==> config.mk <==
export PLATFORM = sky130hd
export DESIGN_NAME = comma_align
export DESIGN_NICKNAME = d
export VERILOG_FILES = /design/src/rtl/comma_align_pkg.sv /design/src/rtl/comma_detect.sv /design/src/rtl/comma_align.sv
export SDC_FILE = /design/constraint.sdc
export NUM_CORES = 1
export LEC_CHECK = 0
export BUFFER_PORTS_ARGS = -buffer_cell sky130_fd_sc_hd__buf_4
export CORE_MARGIN = 8
export CORE_UTILIZATION = 35
export DETAILED_ROUTE_END_ITERATION = 7
export MAX_ROUTING_LAYER = met4
export PLACE_DENSITY_LB_ADDON = 0.25
export SETUP_SLACK_MARGIN = 0.3
export SYNTH_ARGS = -nofsm -noshare
export SYNTH_HDL_FRONTEND = slang
export SYNTH_SLANG_ARGS = --single-unit
export TNS_END_PERCENT = 10
==> constraint.sdc <==
create_clock -name clk -period 3.2 [get_ports clk]
set_input_delay 0.32 -clock clk [delete_from_list [all_inputs] [get_ports clk]]
set_output_delay 0.32 -clock clk [all_outputs]
set_load 0.005 [all_outputs]
==> src/rtl/comma_align_pkg.sv <==
// comma_align_pkg: comma patterns, K28.5 code-groups and FSM encoding shared by the aligner
package comma_align_pkg;
  localparam logic [6:0] COMMA_P = 7'b0011111;
  localparam logic [6:0] COMMA_N = 7'b1100000;
  localparam logic [9:0] K28_5_N = 10'b0011111010;
  localparam logic [9:0] K28_5_P = 10'b1100000101;
  typedef enum logic [1:0] {
    LOSS   = 2'd0,
    ACQ    = 2'd1,
    LOCKED = 2'd2
  } state_e;
  function automatic logic is_comma(input logic [6:0] w);
    return (w == COMMA_P) || (w == COMMA_N);
  endfunction
endpackage

==> src/rtl/comma_detect.sv <==
// comma_detect: flags a comma in each of the ten 10-bit windows of the history and picks the lowest hit
module comma_detect
  import comma_align_pkg::*;
(
  input  logic [19:0] hist_i,
  output logic [9:0]  hit_o,
  output logic        any_o,
  output logic [3:0]  off_o
);
  for (genvar k = 0; k < 10; k++) begin : g_win
    assign hit_o[k] = is_comma(hist_i[19-k -: 7]);
  end
  assign any_o = |hit_o;
  // scan from the top down so the smallest hitting offset is the one left standing
  always_comb begin
    off_o = '0;
    for (int i = 9; i >= 0; i--) off_o = hit_o[i] ? 4'(i) : off_o;
  end
endmodule

==> src/rtl/comma_align.sv <==
// comma_align: finds the K28.5 comma offset in the raw 10b stream, locks to it and emits aligned code-groups
module comma_align
  import comma_align_pkg::*;
#(
  parameter int LOCK_CNT   = 3,
  parameter int UNLOCK_CNT = 4
) (
  input  logic       clk,
  input  logic       reset,
  input  logic [9:0] raw_10b,
  output logic [9:0] data_10b,
  output logic       comma,
  output logic       rx_sync,
  output logic [3:0] align_offset
);
  localparam int CW = $clog2(LOCK_CNT + 1);
  localparam int MW = $clog2(UNLOCK_CNT + 1);
  localparam logic [CW-1:0] LOCK_V   = CW'(LOCK_CNT);
  localparam logic [MW-1:0] UNLOCK_V = MW'(UNLOCK_CNT);
  state_e        state_q, state_d;
  logic [9:0]    prev_q, data_q, win, hit;
  logic [19:0]   hist;
  logic [3:0]    off_q, off_d, cand_q, cand_d, hit_off;
  logic [CW-1:0] cnt_q, cnt_d, cnt_inc;
  logic [MW-1:0] miss_q, miss_d, miss_inc;
  logic          comma_q, sync_q, any_hit;
  assign hist     = {prev_q, raw_10b};
  assign win      = hist[5'd19 - 5'(off_q) -: 10];
  assign cnt_inc  = (cnt_q == LOCK_V) ? cnt_q : cnt_q + 1'b1;
  assign miss_inc = (miss_q == UNLOCK_V) ? miss_q : miss_q + 1'b1;
  comma_detect u_det (
    .hist_i(hist),
    .hit_o (hit),
    .any_o (any_hit),
    .off_o (hit_off)
  );
  // acquisition/lock FSM: count same-offset commas to lock, foreign-only commas to drop lock
  always_comb begin
    state_d = state_q;
    off_d   = off_q;
    cand_d  = cand_q;
    cnt_d   = cnt_q;
    miss_d  = miss_q;
    unique case (state_q)
      LOSS: if (any_hit) begin
        cand_d  = hit_off;
        cnt_d   = CW'(1);
        state_d = ACQ;
      end
      ACQ: if (hit[cand_q]) begin
        cnt_d = cnt_inc;
        if (cnt_inc == LOCK_V) begin
          off_d   = cand_q;
          cnt_d   = '0;
          state_d = LOCKED;
        end
      end else if (any_hit) begin
        cand_d = hit_off;
        cnt_d  = CW'(1);
      end
      LOCKED: if (hit[off_q]) begin
        miss_d = '0;
      end else if (any_hit) begin
        miss_d = miss_inc;
        if (miss_inc == UNLOCK_V) begin
          miss_d  = '0;
          cand_d  = hit_off;
          cnt_d   = CW'(1);
          state_d = ACQ;
        end
      end
      default: state_d = LOSS;
    endcase
  end
  // state, history and registered aligned outputs
  always_ff @(posedge clk) begin
    if (reset) begin
      state_q <= LOSS;
      prev_q  <= '0;
      off_q   <= '0;
      cand_q  <= '0;
      cnt_q   <= '0;
      miss_q  <= '0;
      data_q  <= '0;
      comma_q <= 1'b0;
      sync_q  <= 1'b0;
    end else begin
      state_q <= state_d;
      prev_q  <= raw_10b;
      off_q   <= off_d;
      cand_q  <= cand_d;
      cnt_q   <= cnt_d;
      miss_q  <= miss_d;
      data_q  <= win;
      comma_q <= hit[off_q];
      sync_q  <= (state_q == LOCKED);
    end
  end
  assign data_10b     = data_q;
  assign comma        = comma_q;
  assign rx_sync      = sync_q;
  assign align_offset = off_q;
endmodule

==> reports/results.ini <==
[setup_path]
critical-path-top-delay-family=compound AO/OA/AOI/OAI gates
path_cells=or4_4 > o32ai_4 > nor2_2 > o41ai_2 > a31oi_2 > a31o_4 > o2111ai_4 > mux2_4
cp-end-kind=flip-flop
worstSetupStartpointType=flip-flop
r2r_start=prev_q[2]
critPathSlowestCell=or4_4
r2r_end=cand_q[0]
critPathMaxStageDelay_ns=0.54
crit_arrival_ns=2.91
regToRegSetupSlack_ns=0.47
cp.required_ns=3.39
cp_max_fo=12
r2r_cells=8
cp-startpoint=prev_q[2]
worst-setup-path-type=reg -> reg
cp.buffers_inverters=0

[placement]
place_congestion=0.889
placed_cells=522
io_buffers=27
dp_hpwl_mm=6.31

[power_and_ir_drop]
leakagePower_nw=1.34
powerDensity_nw_per_um2=299
ir_drop_mv=0.155

[drt]
drc_errors=0
wire_per_inst_um=15.9
wl_mm=8.43
viasPerCell=5.76
drtPass1Iterations=5
routed-via-count=3053
detail_route.iter0.violations=236
ant_nets=0

[floorplan]
rows=34
placeableCoreArea_um2=8680
initial_utilization=0.359
die-area_um2=12200
io_pins=28
die_w_um=110
die_y_um=110

[finish]
diodes=0
drive_gt1_frac=0.187
multi_input_area_um2=2200
areaGrowthSynthToFinish_pct=12.7
fin_nets=440
fin_cells=530
regArea_um2=744
fillers=928

[clock_network]
cts.path.max_buffers=2
clockRootBuffer=clkbuf_8
cts_hold_buf=0
tritoncts=yes
cts_buffers=5
h-tree-depth=2
clk_pin_slew_worst_paths_ns=0.09
clk_latency_ns=0.29
clkSinkCount=37

[global_routing]
grt_pass1_vias=2773
grt-ovfl-total=0
antenna_found_initial=0
grt_max_degree=37
grt_usage=0.141
grt_pass1_wl_mm=13.5

[synthesis]
synth_top_area_frac=0.238
synthCells=409
synth_seq_cells=37
ys_top_cells_by_area=dfxtp_1 24%, mux2i_1 8.4%, nand2_1 5.9%
yosys.area.top_type=dfxtp_1
yosys-top-cells-count=49 x nand2_1, 47 x nor2_1, 37 x dfxtp_1
avgSynthCellArea_um2=7.62
synth_area_um2=3120
synth_edf_count=0
synth-seq-area-share=0.238
async_flop_share=0
synth-warning-count=0
synth_flop_cell=dfxtp_1
synth_cell_types=67
yosysMostFrequentCell=nand2_1
syn_nets=428

[sta]
setup_viol=0
setup-tns-final_ns=0
slew_viol_final=0
fmax_ghz=0.367
hold_violations=0
min_period_over_period=0.852
finalClockSkew_ns=0.00852
rsz0062_at_grt=no
tightest_slew_ns=0.610
period_needed_ns=2.73
relSlewSlack=0.588

[outcome]
status=complete, no violations

[flow_run]
maxCapViolations=0

[min_path]
worstHoldStart=raw_10b[2]
min_delay_path_depth=2
worstHoldEndpoint=prev_q[2]
hp-class=in -> reg

[sequential cells by signal, indices dropped and copies added (netlist names)]
| name | flops |
|---|---|
| align_offset | 4 |
| cand_q | 4 |
| cnt_q | 2 |
| comma | 1 |
| data_10b | 10 |
| miss_q | 3 |
| prev_q | 10 |
| rx_sync | 1 |
| state_q | 2 |
[kinds of logic (layout without fill, tap and decap cells)]
kind of cell,count (synthesis),in the layout,share of synthesized area
AO/OA/AOI/OAI,106,106,0.254
adder cells (fa/ha/maj),7,7,0.0281
flip-flops,37,37,0.238
AND/OR/NAND/NOR,174,174,0.286
buffers and inverters,48,61,0.0618
multiplexers,37,37,0.132
[report_power, final]
group	internal [mW]	switching (mW)	leakage, nW
logic	0.0857	0.101	0.987
clock network	0.175	0.180	0.0512
registers	0.478	0.0277	0.304
total	0.739	0.310	1.34
[cell usage in the layout (no fill, tap or decap), types with 3 or more instances in the layout]
cell	Yosys	routed
nand3b_1	4	4
inv_1	14	14
nand2b_1	6	6
o211ai_1	3	3
nand2_1	49	49
o21ai_0	18	18
nor2_1	47	47
and3_1	3	3
dfxtp_2	0	3
buf_4	1	36
nand4_1	5	5
o32ai_1	4	3
nor2b_1	18	18
nand3_1	6	6
nor3_1	7	7
mux2i_1	26	26
and2_1	4	4
a211oi_1	11	10
a31oi_1	9	9
clkbuf_8	0	6
a311oi_1	4	4
ha_1	7	7
a221oi_1	3	3
nor4_1	4	4
a21oi_1	21	21
mux2_2	8	8
or4_1	3	3
a21o_1	3	3
dfxtp_1	37	34
or3b_2	3	3
[final cells by class]
type                            count  area share
Inverter                           17      0.0182
Timing Repair Buffer               36      0.0770
Multi-Input combinational cell    324       0.627
Clock buffer                        6      0.0235
Clock inverter                      2     0.00392
Sequential cell                    37       0.212
Tap cell                          108      0.0385
[how the worst max path moves through the flow]
stage / to / cells past startpoint / slack, ns
floorplan: cand_q[0] / 8 / 0.56
global placement: cand_q[0] / 9 / 0.41
detailed placement: cand_q[0] / 9 / 0.36
CTS: cand_q[0] / 8 / 0.37
global route: state_q[0] / 8 / 0.33
finish: cand_q[0] / 8 / 0.47
[metal layers]
layer,track usage,wire [um],up-vias
li1,-,-,1519
met1,0.190,4240,1450
met2,0.212,3750,72
met3,0.0209,295,12
met4,0.0409,150,0
met5,-,0,-
[repair_timing]
item / 4_1_cts / 5_1_grt
setup buffers: 0 / 0
setup endpoints to repair: 0 / 5
resized for setup: 0 / 8
[through the flow]
| stage | cell area [um^2] | utilization | hold WS [ns] | worst slack [ns] | power [mW] |
|---|---|---|---|---|---|
| floorplan | 3120 | - | 0.448 | 0.565 | 0.642 |
| global placement | 3390 | 0.391 | 0.499 | 0.410 | 0.700 |
| detailed placement | 3390 | 0.391 | 0.515 | 0.361 | 0.701 |
| CTS | 3490 | 0.402 | 0.262 | 0.371 | 1.06 |
| global route | 3510 | 0.405 | 0.294 | 0.328 | 1.10 |
| finish | 3510 | 0.405 | 0.273 | 0.475 | 1.05 |
Note: power is estimated with default switching activity, not from simulation.
